$ cat config.mk
export PLATFORM = sky130hd
export DESIGN_NAME = mul16_share_arbiter_flat
export DESIGN_NICKNAME = d
export VERILOG_FILES = /design/src/rtl/mul16_share_arbiter_if.sv /design/src/rtl/mul16_share_arbiter.sv /design/src/flat_wrapper.sv
export SDC_FILE = /design/constraint.sdc
export NUM_CORES = 1
export LEC_CHECK = 0
export ABC_AREA = 0
export CELL_PAD_IN_SITES_DETAIL_PLACEMENT = 0
export CELL_PAD_IN_SITES_GLOBAL_PLACEMENT = 1
export CORE_UTILIZATION = 32
export CTS_CLUSTER_SIZE = 14
export DETAILED_ROUTE_END_ITERATION = 8
export GPL_ROUTABILITY_DRIVEN = 0
export GPL_TIMING_DRIVEN = 0
export PLACE_DENSITY = 0.89
export SYNTH_ARGS = -nofsm -noshare
export SYNTH_HDL_FRONTEND = slang
export SYNTH_SLANG_ARGS = --single-unit
$ cat constraint.sdc
create_clock -name clk -period 3.25 [get_ports clk]
set_clock_uncertainty 0.2 [all_clocks]
set_input_delay 0.325 -clock clk [delete_from_list [all_inputs] [get_ports clk]]
set_output_delay 0.325 -clock clk [all_outputs]
set_load 0.1 [all_outputs]
$ cat src/rtl/mul16_share_arbiter_if.sv
// ---------------------------------------------------------------------------
// mul16_share_arbiter_if
// Purpose : bundles the request, response and multiplier-unit signals of
//           mul16_share_arbiter into one port.
// Signals :
//   req_valid/req_ready [NREQ]   per-requester handshake
//   req_a/req_b [16*NREQ]        operands, requester k at [16k+15:16k]
//   rsp_valid/rsp_ready          result handshake
//   rsp_id [IDW], rsp_data [32]  result owner and unsigned product
//   mul_start, mul_ain, mul_bin  drive to the shared shift-add unit
//   mul_yout [32], mul_done      accumulator and completion from the unit
//   busy                         arbiter not idle
// Modports: slave = the arbiter, master = clients plus the multiplier unit.
// ---------------------------------------------------------------------------
interface mul16_share_arbiter_if #(
  parameter int NREQ = 4,
  parameter int IDW  = 2
);
  logic [NREQ-1:0]    req_valid;
  logic [NREQ-1:0]    req_ready;
  logic [16*NREQ-1:0] req_a;
  logic [16*NREQ-1:0] req_b;
  logic               rsp_valid;
  logic               rsp_ready;
  logic [IDW-1:0]     rsp_id;
  logic [31:0]        rsp_data;
  logic               mul_start;
  logic [15:0]        mul_ain;
  logic [15:0]        mul_bin;
  logic [31:0]        mul_yout;
  logic               mul_done;
  logic               busy;

  modport slave (
    input  req_valid, req_a, req_b, rsp_ready, mul_yout, mul_done,
    output req_ready, rsp_valid, rsp_id, rsp_data, mul_start, mul_ain, mul_bin, busy
  );

  modport master (
    output req_valid, req_a, req_b, rsp_ready, mul_yout, mul_done,
    input  req_ready, rsp_valid, rsp_id, rsp_data, mul_start, mul_ain, mul_bin, busy
  );
endinterface

$ cat src/rtl/mul16_share_arbiter.sv
// ---------------------------------------------------------------------------
// mul16_share_arbiter
// Purpose : shares one sequential 16x16 shift-add multiplier among NREQ
//           requesters with round-robin grant. The granted operands are held
//           on the unit for the whole run, the product is recovered as the
//           accumulator delta (the unit never clears itself) and returned
//           tagged with the requester index.
// Ports   :
//   clk    in  rising-edge clock
//   rst_n  in  asynchronous active-low reset
//   bus    mul16_share_arbiter_if.slave (request, response, unit signals)
// Option  : MUL_ARB_ZERO_BYPASS_EN - when defined, an accepted op with a zero
//           operand skips the unit and responds with 0 on the next edge.
// ---------------------------------------------------------------------------
module mul16_share_arbiter #(
  parameter int NREQ = 4,
  parameter int IDW  = 2
) (
  input  logic                 clk,
  input  logic                 rst_n,
  mul16_share_arbiter_if.slave bus
);

  localparam logic [1:0] S_IDLE = 2'd0;
  localparam logic [1:0] S_RUN  = 2'd1;
  localparam logic [1:0] S_RESP = 2'd2;

  localparam logic [NREQ-1:0] ONE_HOT0 = {{(NREQ-1){1'b0}}, 1'b1};

  logic [1:0]     r_state;
  logic [IDW-1:0] r_rr_ptr;
  logic [IDW-1:0] r_rsp_id;
  logic           r_rsp_valid;
  logic [31:0]    r_rsp_data;
  logic [31:0]    r_base;
  logic           r_mul_start;
  logic [15:0]    r_ain;
  logic [15:0]    r_bin;
  logic           r_busy;

  logic           w_grant_found;
  logic [IDW-1:0] w_grant_idx;
  logic [IDW-1:0] w_next_ptr;
  logic [15:0]    w_sel_a;
  logic [15:0]    w_sel_b;

  // (base + off) mod NREQ for base < NREQ and off <= NREQ
  function automatic logic [IDW-1:0] wrap_add(input logic [IDW-1:0] base, input int off);
    int s;
    s = int'(base) + off;
    if (s >= NREQ) begin
      s = s - NREQ;
    end else begin
      s = s;
    end
    return IDW'(s);
  endfunction

  // Round-robin search starting at the pointer
  always_comb begin
    w_grant_found = 1'b0;
    w_grant_idx   = '0;
    for (int i = 0; i < NREQ; i++) begin
      if (!w_grant_found && bus.req_valid[wrap_add(r_rr_ptr, i)]) begin
        w_grant_found = 1'b1;
        w_grant_idx   = wrap_add(r_rr_ptr, i);
      end else begin
        w_grant_found = w_grant_found;
      end
    end
  end

  // Operand mux and next pointer for the winning requester
  always_comb begin
    w_next_ptr = wrap_add(w_grant_idx, 1);
    w_sel_a    = bus.req_a[int'(w_grant_idx)*16 +: 16];
    w_sel_b    = bus.req_b[int'(w_grant_idx)*16 +: 16];
  end

  // Accept is offered only in IDLE and is forced low while reset is held
  always_comb begin
    if (rst_n && (r_state == S_IDLE) && w_grant_found) begin
      bus.req_ready = ONE_HOT0 << w_grant_idx;
    end else begin
      bus.req_ready = '0;
    end
  end

  // Main sequencer: IDLE -> RUN -> RESP -> IDLE
  always_ff @(posedge clk or negedge rst_n) begin
    if (!rst_n) begin
      r_state     <= S_IDLE;
      r_rr_ptr    <= '0;
      r_rsp_id    <= '0;
      r_rsp_valid <= 1'b0;
      r_rsp_data  <= 32'd0;
      r_base      <= 32'd0;
      r_mul_start <= 1'b0;
      r_ain       <= 16'd0;
      r_bin       <= 16'd0;
      r_busy      <= 1'b0;
    end else begin
      case (r_state)
        S_IDLE: begin
          if (w_grant_found) begin
            r_ain    <= w_sel_a;
            r_bin    <= w_sel_b;
            r_rsp_id <= w_grant_idx;
            r_rr_ptr <= w_next_ptr;
            r_busy   <= 1'b1;
`ifdef MUL_ARB_ZERO_BYPASS_EN
            if ((w_sel_a == 16'd0) || (w_sel_b == 16'd0)) begin
              r_rsp_data  <= 32'd0;
              r_rsp_valid <= 1'b1;
              r_state     <= S_RESP;
            end else begin
              r_base  <= bus.mul_yout;
              r_state <= S_RUN;
            end
`else
            r_base  <= bus.mul_yout;
            r_state <= S_RUN;
`endif
          end else begin
            r_state <= S_IDLE;
          end
        end
        S_RUN: begin
          if (bus.mul_done) begin
            // Unit accumulator is cumulative, so the product is the delta
            r_rsp_data  <= bus.mul_yout - r_base;
            r_rsp_valid <= 1'b1;
            r_mul_start <= 1'b0;
            r_state     <= S_RESP;
          end else begin
            r_mul_start <= 1'b1;
          end
        end
        S_RESP: begin
          // Start held low here so the unit's step counter clears between ops
          r_mul_start <= 1'b0;
          if (bus.rsp_ready) begin
            r_rsp_valid <= 1'b0;
            r_busy      <= 1'b0;
            r_state     <= S_IDLE;
          end else begin
            r_state <= S_RESP;
          end
        end
        default: begin
          r_state     <= S_IDLE;
          r_rsp_valid <= 1'b0;
          r_mul_start <= 1'b0;
          r_busy      <= 1'b0;
        end
      endcase
    end
  end

  assign bus.rsp_valid = r_rsp_valid;
  assign bus.rsp_id    = r_rsp_id;
  assign bus.rsp_data  = r_rsp_data;
  assign bus.mul_start = r_mul_start;
  assign bus.mul_ain   = r_ain;
  assign bus.mul_bin   = r_bin;
  assign bus.busy      = r_busy;

endmodule

$ cat src/flat_wrapper.sv
// flat-port wrapper written by rule: the top's interface ports become plain ports
module mul16_share_arbiter_flat 
#(
  parameter int NREQ = 4,
  parameter int IDW  = 2
)
  (clk, rst_n, bus_req_valid, bus_req_a, bus_req_b, bus_rsp_ready, bus_mul_yout, bus_mul_done, bus_req_ready, bus_rsp_valid, bus_rsp_id, bus_rsp_data, bus_mul_start, bus_mul_ain, bus_mul_bin, bus_busy);
  mul16_share_arbiter_if #(.NREQ(NREQ), .IDW(IDW)) bus_i ();
  input  logic clk;
  input  logic rst_n;
  input wire logic [$bits(bus_i.req_valid)-1:0] bus_req_valid;
  input wire logic [$bits(bus_i.req_a)-1:0] bus_req_a;
  input wire logic [$bits(bus_i.req_b)-1:0] bus_req_b;
  input wire logic [$bits(bus_i.rsp_ready)-1:0] bus_rsp_ready;
  input wire logic [$bits(bus_i.mul_yout)-1:0] bus_mul_yout;
  input wire logic [$bits(bus_i.mul_done)-1:0] bus_mul_done;
  output wire logic [$bits(bus_i.req_ready)-1:0] bus_req_ready;
  output wire logic [$bits(bus_i.rsp_valid)-1:0] bus_rsp_valid;
  output wire logic [$bits(bus_i.rsp_id)-1:0] bus_rsp_id;
  output wire logic [$bits(bus_i.rsp_data)-1:0] bus_rsp_data;
  output wire logic [$bits(bus_i.mul_start)-1:0] bus_mul_start;
  output wire logic [$bits(bus_i.mul_ain)-1:0] bus_mul_ain;
  output wire logic [$bits(bus_i.mul_bin)-1:0] bus_mul_bin;
  output wire logic [$bits(bus_i.busy)-1:0] bus_busy;
  assign bus_i.req_valid = bus_req_valid;
  assign bus_i.req_a = bus_req_a;
  assign bus_i.req_b = bus_req_b;
  assign bus_i.rsp_ready = bus_rsp_ready;
  assign bus_i.mul_yout = bus_mul_yout;
  assign bus_i.mul_done = bus_mul_done;
  assign bus_req_ready = bus_i.req_ready;
  assign bus_rsp_valid = bus_i.rsp_valid;
  assign bus_rsp_id = bus_i.rsp_id;
  assign bus_rsp_data = bus_i.rsp_data;
  assign bus_mul_start = bus_i.mul_start;
  assign bus_mul_ain = bus_i.mul_ain;
  assign bus_mul_bin = bus_i.mul_bin;
  assign bus_busy = bus_i.busy;
  mul16_share_arbiter #(.NREQ(NREQ), .IDW(IDW)) u_core (.clk(clk), .rst_n(rst_n), .bus(bus_i));
endmodule
# Word-level counts from Yosys, hierarchy flattened
# Cells that the tools add are included.
[classes]
add_sub_neg = 10
magnitude_cmp = 9
n_eq_ne = 5
shift = 3
mux = 33
bitwise_logic = 2
n_reduce_logical = 13
[ops]
columns = ["op", "count"]
rows = [
  ["$shiftx A64 B7 Y16", 2],
  ["$sub A32 B32 Y32", 1],
  ["$mux W2", 11],
  ["$mux W1", 13],
  ["$ge A3 B3 Y1 const B", 4],
  ["$lt A2 B3 Y1 const B", 4],
  ["$sub A2 B1 Y2 const B", 5],
  ["$bmux W1 S2", 4],
  ["$add A2 B1 Y3 const B", 2],
  ["$add A2 B2 Y3 const B", 2],
  ["$pmux W1 S3", 2],
  ["$pmux W2 S3", 1],
  ["$reduce_and A3 Y1", 2],
  ["$logic_and A1 B1 Y1", 5],
  ["$mux W4", 1],
  ["$ne A2 B2 Y1 const B", 2],
  ["$reduce_and A2 Y1", 2],
  ["$shl A1 B2 Y4 const A", 1],
  ["$ge A2 B3 Y1 const B", 1],
  ["$logic_not A1 Y1", 3],
  ["$eq A2 B1 Y1 const B", 1],
  ["$eq A2 B2 Y1 const B", 1],
  ["$logic_not A2 Y1", 1],
  ["$ne A2 B1 Y1 const B", 1],
  ["other kinds (2)", 3],
]
[word_totals]
reg_bits = 105
in_bits = 168
output_inout_bits = 73
wordCells = 85

# Depth between registers and ports, before layout
# Gate-level depths: netlist of the first run.
[logic_depth]
ltp_word = 17
depth_mapped = 11
depth_no_buf = 11

# Least setup slack after synthesis of the first run
# Ideal clock, no wire load.
[synth_path]
path_type = "reg2out"
startpoint = "reg u_core.r_rr_ptr[1]"
endpoint = "out bus_req_ready[1]"
t_arrival_ns = 2.341
path_slack_ns = 0.384
stages_incl_launch_ff = 8
path_buffers = 2
path_cell_list = "dfrtp_1 -> nand2b_1 -> a21oi_1 -> a211oi_1 -> clkbuf_1 -> buf_2 -> ha_1 -> and3_1"
[synth_between]
elab_chain_len = 16
[synth_rtl]
columns = ["item", "line", "text"]
rows = [
  ["start: declaration", "mul16_share_arbiter.sv:31", "logic [IDW-1:0] r_rr_ptr;"],
  ["start signal: assignment", "mul16_share_arbiter.sv:109", "r_rr_ptr <= w_next_ptr;"],
  ["branches (longest 13 deep; another with $add A2 B1 Y3)", "n/a", ""],
  ["$mux W2 *", "mul16_share_arbiter.sv:64", "if (!w_grant_found && bus.req_valid[wrap_add(r_rr_ptr, i)]) begin"],
  ["named net u_core.w_grant_idx[0]", "mul16_share_arbiter.sv:42", "logic [IDW-1:0] w_grant_idx;"],
  ["$shl A1 B2 Y4 *", "mul16_share_arbiter.sv:83", "bus.req_ready = ONE_HOT0 << w_grant_idx;"],
  ["$mux W4 *", "mul16_share_arbiter.sv:82", "if (rst_n && (r_state == S_IDLE) && w_grant_found) begin"],
  ["end: declaration", "flat_wrapper.sv:17", "output wire logic [$bits(bus_i.req_ready)-1:0] bus_req_ready;"],
]
# Mark *: on every way through the listed nets, which the timed path passes. The select of a mux whose other input is x is not followed.

# Worst setup path after layout of the first run
[layout_path]
startpoint = "in bus_req_valid[1]"
endpoint = "out bus_req_ready[2]"
[layout_between]
elab_chain_len = 14
[layout_rtl]
columns = ["item", "line", "text"]
rows = [
  ["start: declaration", "flat_wrapper.sv:11", "input wire logic [$bits(bus_i.req_valid)-1:0] bus_req_valid;"],
  ["$bmux W1 S2", "mul16_share_arbiter.sv:64", ""],
  ["$mux W1 (implied by the code)", "mul16_share_arbiter.sv:64", ""],
  ["$mux W1", "mul16_share_arbiter.sv:64", ""],
  ["$logic_not A1 Y1", "mul16_share_arbiter.sv:64", ""],
  ["$logic_and A1 B1 Y1", "mul16_share_arbiter.sv:64", ""],
  ["$mux W1", "mul16_share_arbiter.sv:64", ""],
  ["$logic_not A1 Y1", "mul16_share_arbiter.sv:64", ""],
  ["$logic_and A1 B1 Y1", "mul16_share_arbiter.sv:64", ""],
  ["$mux W1", "mul16_share_arbiter.sv:64", ""],
  ["$logic_not A1 Y1", "mul16_share_arbiter.sv:64", ""],
  ["$logic_and A1 B1 Y1", "mul16_share_arbiter.sv:64", ""],
  ["$mux W2 *", "mul16_share_arbiter.sv:64", ""],
  ["named net u_core.w_grant_idx[1]", "mul16_share_arbiter.sv:42", ""],
  ["$shl A1 B2 Y4 *", "mul16_share_arbiter.sv:83", ""],
  ["$mux W4 *", "mul16_share_arbiter.sv:82", ""],
]
# The timed path passes the listed nets; every way through them passes the cells marked *. The select of a mux whose other input is x is not followed.

==> run summary, run 1 <==
From bottom edge to top edge, the die measures 147 um. In the final routed layout, each cell accounts on average for 15.9 um. STA classifies the critical path startpoint as an input port.

Multiplexer cells account for 0.446% of the synthesized area. Global routing finished with a remaining overflow of 0. The via count of the first global-routing pass was 7079.

The dominant combinational cell family by area after synthesis is simple AND/OR/NAND/NOR gates. Counting every instance in the synthesized netlist gives 880. The area of the core is 20400 um^2. For this run, the leading register cell type out of synthesis is sky130_fd_sc_hd__dfrtp_1. The post-synthesis xor/xnor area fraction is 3.77%. The tools report the floorplan row count as 52. The worst hold path begins at u_core.bus.rsp_data[0]. The number of cells on the worst reg-to-reg path came out at 10.

The run gives 39.0% as the portion of the post-synthesis area used by sequential elements. For this run, the total global-route usage over all layers was measured as 21.4%. For the area after detailed placement, the log shows 9490 um^2. The worst-case register-to-register setup slack was 0.41 ns; the power density normalized to cell area was 1200 nW/um^2.

Fill cells in the final layout number 2088. The analysis attributes to cell leakage a power of 0.00439 uW. The global-route wire length before repair is 36.3 mm, and the area added between synthesis and finish is 45.6%. The synthesized netlist devotes 20.7% of its cell area to compound gates. The data arrival time of the critical path was 2.54 ns; the insertion delay to the later sink of the worst-skew pair was 0.35 ns. 241 I/O pins were placed. The path with the worst hold slack has its endpoint at u_core.bus.rsp_data[0]. Of the cells placed in the final design, the portion with a size suffix greater than 1 is 4.23%.

The peak supply drop was 0.000764 V; the number of cells on the worst hold path was 2. The H-tree was split into 3 levels. The tools report the count of different cell masters after synthesis as 64. Adder-cell share of the synthesized area: 6.81%. The run finished with clean final reports. Internal power comes to 4930 uW. After routing the design area is 9800 um^2. The required time of the worst setup path is 2.72 ns. The run gives 1084 as the number of nets in the synthesized netlist. Number of flops mapped to enable cells by yosys: 0. After detailed routing, the number of remaining DRC violations is 0.

The switching part of the total is 57.9%, and the largest net degree at the start of global routing is 68. The worst slew margin relative to its limit was 27.8%; the number of routed nets with antenna violations was 0. Number of buffers inserted during clock tree synthesis: 9. The antenna diode count was 0; the worst-case setup slack after placement was -1.01 ns. Setup slack closes at 0.186 ns. The first detailed-routing pass took 5 iterations. Setup repair after global routing left no endpoint under its margin.

The full die area was 21600 um^2; the final wirelength was 22.3 mm. The tightest min-delay check is of the reg2reg type. Maximum clock frequency: 326 MHz.

The run gives 32.9% as the effective utilization at floorplan. The clock network accounts for 9.4% of the total power. For the total negative slack, the log shows 0 ns.

For the sequential cell fraction of total power, the log shows 19.7%. Initial antenna violation count: 0. The startpoint of the worst-slack reg-to-reg timing path is u_core.r_base[4]. During placement, the flow inserted port buffers numbering 240.

The clock slew at the register clock pins of the worst setup and hold paths was 0.07 ns; the actual transition at the worst max-transition pin was 1.08 ns. For the max-slew violation count, the log shows 0. The routed design could run at a clock period as short as 3.06 ns. For this run, the number of Yosys warnings is 0. Number of DRC violations after detailed-routing iteration 0: 350.

For the combined area of all synthesized cells, the log shows 6730 um^2. The overall die width is 147 um. Share of synthesized registers carrying an async set or reset: 100%.

The worst setup path is captured at an output port. Counting along the longest clock path gives a buffer depth of 2. The average instance area after synthesis is 7.65 um^2, and the clock sink count is 105. The total count of hold-check failures in the final report is 0. The count of final setup violators is 0, and the area share of and/or/nand/nor cells after synthesis is 23.5%. Per report_power, the combinational group accounts for 70.9% of the total. The run gives 0 as the max-cap violation count. The worst path uses 94.3% of the clock period. For this run, the share of the core covered by cells in the final layout is 48.0%. The run gives 6790 uW as the power dissipated by switching net loads. The number of vias per cell after detailed routing is 4.96. The tools report the final net count as 1336. The wire-length estimate of the detail-placed layout is 17.5 mm. Clock tree synthesis selected as its root buffer the cell sky130_fd_sc_hd__clkbuf_16.

The total number of vias was 6975. The kind of critical path was in2out. TritonCTS built the clock tree. Of all nets on the critical path, the largest fanout is 11.

In this run the critical register-to-register path is captured at u_core.bus.rsp_data[30]. Counting flops and latches in the post-synthesis netlist gives 105.
## worst max-delay path: stages
cell and delay [ns]:
sky130_fd_sc_hd__clkdlybuf4s50_1 0.47, sky130_fd_sc_hd__nor3b_1 0.23, sky130_fd_sc_hd__a21oi_1 0.06, sky130_fd_sc_hd__o21ai_0 0.08, sky130_fd_sc_hd__o21a_1 0.21, sky130_fd_sc_hd__buf_2 0.27, sky130_fd_sc_hd__clkbuf_4 0.28, sky130_fd_sc_hd__ha_1 0.16
sky130_fd_sc_hd__and3_1 0.15, sky130_fd_sc_hd__buf_4 0.29
## metrics by stage
| step | power, uW | std cells | hold WS [ns] |
|---|---|---|---|
| after global routing | 12500 | 1405 | 0.313 |
| after detailed placement | 10700 | 1391 | 0.163 |
| after CTS | 11800 | 1405 | 0.285 |
| after global placement | 10600 | 1390 | 0.260 |
| final | 11700 | 1405 | 0.279 |
| after floorplan | 8430 | 880 | -0.171 |
## registers in the layout, indices dropped and copies added (netlist names)
register / count
u_core.r_rr_ptr: 2
u_core.bus.rsp_data: 32
u_core.r_base: 32
u_core.bus.rsp_valid: 1
u_core.bus.busy: 1
u_core.bus.rsp_id: 2
u_core.bus.mul_ain: 16
u_core.bus.mul_start: 1
u_core.bus.mul_bin: 16
u_core.r_state: 2
## cell usage in the layout (no fill, tap or decap), types with 3 or more instances in the layout
cell type and instances:
sky130_fd_sc_hd__nand3_1 41, sky130_fd_sc_hd__a211oi_2 4, sky130_fd_sc_hd__xor2_1 14, sky130_fd_sc_hd__ha_1 35
sky130_fd_sc_hd__nor2b_1 4, sky130_fd_sc_hd__clkbuf_16 9, sky130_fd_sc_hd__and3_1 5, sky130_fd_sc_hd__buf_2 5
sky130_fd_sc_hd__a21oi_1 28, sky130_fd_sc_hd__mux2i_1 3, sky130_fd_sc_hd__buf_4 6, sky130_fd_sc_hd__nand2b_1 10
sky130_fd_sc_hd__nand4_1 3, sky130_fd_sc_hd__nor2_1 15, sky130_fd_sc_hd__a31oi_1 5, sky130_fd_sc_hd__nor3b_1 3
sky130_fd_sc_hd__nand2_1 280, sky130_fd_sc_hd__dfrtp_1 105, sky130_fd_sc_hd__clkbuf_4 3, sky130_fd_sc_hd__o21ai_0 123
sky130_fd_sc_hd__o21bai_1 4, sky130_fd_sc_hd__inv_1 44, sky130_fd_sc_hd__o21ai_1 25, sky130_fd_sc_hd__clkbuf_1 38
sky130_fd_sc_hd__a21o_1 13, sky130_fd_sc_hd__xnor2_1 15, sky130_fd_sc_hd__o21a_1 4, sky130_fd_sc_hd__clkdlybuf4s50_1 235
## layer usage
metal  vias up  routed length (um)  track usage, %
li1       3452                   -               -
met1      3240                9040            24.8
met2       242               10900            37.0
met3        41                1790            6.74
met4         0                 597            7.32
met5         -                   0               0
## synth_stat cells, drive strengths merged (4+ instances only)
cell type  count  area (um^2)
clkbuf        40          150
nand2b        10         62.6
xor2          14          123
a21o          13         97.6
buf           11         63.8
xnor2         15          131
ha            35          438
a31oi          5         31.3
and3           6         38.8
o21ai        148          741
nor2          15         56.3
inv           45          169
dfrtp        105         2630
a211oi         6         60.1
nor2b          4         25.0
nand2        280         1050
a21oi         29          149
nand3         41          205
o21a           5         38.8
o21bai         4         30.0
## layout make-up
class / count / area, um^2 / share of cell area (%)
Inverter: 45 / 169 / 1.72
Clock buffer: 11 / 243 / 2.48
Clock inverter: 3 / 42.5 / 0.434
Timing Repair Buffer: 243 / 2440 / 24.9
Sequential cell: 105 / 2630 / 26.8
Buffer: 49 / 213 / 2.17
Multi-Input combinational cell: 679 / 3730 / 38.0
Tap cell: 270 / 338 / 3.45
## worst max path at each step
stage / start / end / cells after the start / slack (ns)
final: bus_req_valid[1] / bus_req_ready[2] / 10 / 0.19
after global routing: u_core.r_rr_ptr[1] / bus_req_ready[2] / 9 / 0.01
after CTS: u_core.r_rr_ptr[1] / bus_req_ready[0] / 9 / 0.02
after detailed placement: bus_req_valid[1] / bus_req_ready[3] / 10 / -1.01
after global placement: rst_n / bus_req_ready[1] / 3 / -3.51
after floorplan: u_core.r_rr_ptr[1] / bus_req_ready[1] / 7 / 0.38
## power groups by stage
stage | Sequential [uW] | Combinational, uW | Clock, uW
2_1_floorplan | 5260 | 3170 | 0
3_3_place_gp | 2310 | 8250 | 0
3_5_place_dp | 2330 | 8330 | 0
4_1_cts | 2320 | 8350 | 1130
5_1_grt | 2390 | 8960 | 1190
6_report | 2310 | 8310 | 1100
## kinds of logic (layout without fill, tap and decap cells)
| kind of cell | Yosys count | count (layout) |
|---|---|---|
| simple gates | 377 | 377 |
| buf+inv | 96 | 351 |
| flops | 105 | 105 |
| compound gates | 234 | 234 |
| mux | 3 | 3 |
| fa+ha+maj | 36 | 36 |
| xor+xnor | 29 | 29 |
## repair_timing
action                                  CTS  global route
setup buffers                             0             1
resized for setup                        28             4
endpoints found under the setup margin    4             3
pin swaps                                 0             1
hold buffers                              1             0
endpoints found under the hold margin    42             0
No activity file was read; power rests on OpenSTA's default activity.
==> run 2, diff against run 1 <==
==> constraint.sdc (replaced) <==
create_clock -name clk -period 3.25 [get_ports clk]
set_clock_uncertainty 0.2 [all_clocks]
set_input_delay 0.325 -clock clk [delete_from_list [all_inputs] [get_ports clk]]
set_output_delay 0.325 -clock clk [all_outputs]
set_load 0.01 [all_outputs]
==> run 2 against run 1 <==
Net effect:
- final cell count about the same
- sequential share of layout area about the same
- critical endpoint unchanged
- core utilization up 0.10 points
- flip-flop and latch count unchanged
- largest power group unchanged
- largest cell class unchanged
- worst hold slack about the same
- die area unchanged
==> run summary, run 2 (synthesized netlist as in run 1, its figures left out) <==
During I/O placement, the number of pins put on the boundary was 241. The tools report the required time of the worst setup path as 2.72 ns. STA classifies the critical path endpoint as an output port. The logs give 2 for the maximum clock path buffer count and 0.122 ns for the minimum setup slack in the final design.

The final critical delay including setup and external delays is 3.13 ns, and the initial antenna violation count is 1. For the number of routed nets with antenna violations, the log shows 0. The die span in y came out at 147 um. In the final layout, the share of cells above drive strength 1 is 4.06%. For the pin with the worst max-slew slack, the measured transition is 0.643 ns. Global routing consumed, over all layers together, 21.3% of the routing resources. The max-slew violation count came out at 0.

The tree is rooted in a sky130_fd_sc_hd__clkbuf_16. The part of the cycle the worst path needs came out at 96.2%. The count of final setup violators is 0, and the clock slew at the register clock pins of the worst setup and hold paths is 0.07 ns.

The number of levels the H-tree was split into is 3. The tools report the kind of launch point of the worst setup path as an input port. The leading cell type in the layout, fill and taps excluded was sky130_fd_sc_hd__nand2_1. The logs give 0.279 ns for the final worst hold slack and 2.60 ns for the data arrival time of the critical path. The overall die width is 147 um, and the post-detailed-route DRC marker count is 0. In the final routed layout, each cell accounts on average for 16.0 um. The run finished with clean final reports.

After global routing the overflow that remains totals 0. Derived from the worst setup path, the maximum achievable clock frequency is 320 MHz. The first detailed-routing pass took 5 iterations.

The first global-routing pass estimated 36.3 mm of wire. The analysis attributes to cell leakage a power of 0.00438 uW. The floorplan step defined a core boundary enclosing 20400 um^2.

The peak supply drop is 0.000329 V, and the insertion delay to the later sink of the worst-skew pair is 0.35 ns. The die covers 21600 um^2. Clock tree synthesis inserted a total of 9 buffers.

In this run the worst path has a maximum fanout of 20. Dividing the detail-routed via count by the number of cells gives 4.95. The clock sink count came out at 105. Summing over every cut layer, the via total after detailed routing is 6955. Detailed placement finished with a half-perimeter wire length of 17.5 mm. The path class of the tightest hold or removal check is reg2reg.

Setup repair after global routing left no endpoint under its margin. Entering global routing, the biggest net connects 68 pins. The effective utilization at floorplan was 32.9%; the max-cap violation count was 0. The run gives 22.4 mm as the final wirelength.

Worst slew margin relative to its limit: 57.1%. The final net count was 1334. Input and output buffers added on the ports amount to 240. The tools report the via count of the first global-routing pass as 7069. At the end of the flow the core is filled with cells to 48.1%.

The run gives 338 as the number of DRC violations after detailed-routing iteration 0. Prior to clock tree synthesis, the placed netlist has a worst setup slack of -0.466 ns. The worst setup path is of the in2out kind. The power density normalized to cell area works out to 900 nW/um^2.

TritonCTS built the clock tree. The total negative slack was 0 ns. The tools report the final-layout fill cell count as 2075.

Row generation in the floorplan step produced 52 rows. The area added between synthesis and finish came out at 45.9%. In the layout the commonest cells are 280 x sky130_fd_sc_hd__nand2_1, 239 x sky130_fd_sc_hd__clkdlybuf4s50_1, 123 x sky130_fd_sc_hd__o21ai_0. The tools report the total count of hold-check failures in the final report as 0.
-- run 2: changes by cell type in the layout (fill, tap and decap cells not counted), sizes merged --
cell,delta
clkbuf,-2
clkdlybuf4s50,+4
diode,+1
buf,-4
-- run 2: critical path, cell delays in order --
cell and delay [ns]:
sky130_fd_sc_hd__clkdlybuf4s50_1 0.57, sky130_fd_sc_hd__mux2i_1 0.12, sky130_fd_sc_hd__a211oi_2 0.39, sky130_fd_sc_hd__buf_6 0.26, sky130_fd_sc_hd__inv_1 0.10, sky130_fd_sc_hd__ha_1 0.20, sky130_fd_sc_hd__and3_1 0.16, sky130_fd_sc_hd__clkdlybuf4s50_1 0.47
-- run 2: layer usage --
| layer | global-route usage (%) | up-vias | share of wire (%) |
|---|---|---|---|
| li1 | - | 3456 | - |
| met1 | 24.8 | 3209 | 41 |
| met2 | 36.9 | 252 | 48 |
| met3 | 6.77 | 38 | 8.4 |
| met4 | 7.27 | 0 | 2.6 |
| met5 | 0 | - | 0 |
-- run 2: report_power, final --
part / total (uW) / leakage (uW) / switching (uW) / internal, uW
Combinational: 5420 / 0.00296 / 3040 / 2380
Clock: 1110 / 0.000137 / 495 / 610
Sequential: 2310 / 0.00129 / 346 / 1960
-- run 2: what timing repair did --
item                       CTS  global route
resized for setup            9             8
hold endpoints to repair    42             0
hold buffers                 1             0
setup endpoints to repair    4             4
buffers inserted             0             1
-- run 2: final cells by class --
type / instances / area (um^2) / area share [%]
inverters: 45 / 171 / 1.75
diodes: 1 / 2.50 / 0.0255
clock buffers: 11 / 243 / 2.47
well taps: 270 / 338 / 3.44
multi-input cells: 679 / 3740 / 38.0
clock inverters: 3 / 42.5 / 0.433
flip-flops and latches: 105 / 2630 / 26.8
repair buffers: 243 / 2440 / 24.9
plain buffers: 47 / 214 / 2.18
-- run 2: path summary, 6_finish.rpt --
kind	from	end	slack, ns	cells after the start
setup / recovery	bus_req_valid[3]	bus_req_ready[2]	0.12	8
hold / removal	u_core.bus.rsp_data[0]	u_core.bus.rsp_data[0]	0.28	2
setup reg to reg	u_core.r_base[4]	u_core.bus.rsp_data[30]	0.38	10
hold reg to reg	u_core.bus.rsp_data[0]	u_core.bus.rsp_data[0]	0.28	2
max in group asynchronous	rst_n	u_core.r_rr_ptr[1]	1.78	3
min in group asynchronous	rst_n	u_core.bus.rsp_data[10]	0.32	2
-- run 2: per-stage QoR --
step | cell area, um^2 | std cells | total power (uW)
2_1_floorplan | 6730 | 880 | 5560
3_3_place_gp | 9470 | 1390 | 7650
3_5_place_dp | 9490 | 1391 | 7750
4_1_cts | 9800 | 1403 | 8910
5_1_grt | 9820 | 1404 | 9640
6_report | 9820 | 1404 | 8840
==> run 3, diff against run 2 <==
--- a/config.mk
+++ b/config.mk
@@ -5,7 +5,6 @@
 export SDC_FILE = /design/constraint.sdc
 export NUM_CORES = 1
 export LEC_CHECK = 0
-export ABC_AREA = 0
 export CELL_PAD_IN_SITES_DETAIL_PLACEMENT = 0
 export CELL_PAD_IN_SITES_GLOBAL_PLACEMENT = 1
 export CORE_UTILIZATION = 32
==> results of run 3 <==
Final layout, timing and power as in run 2 (identical DEF).
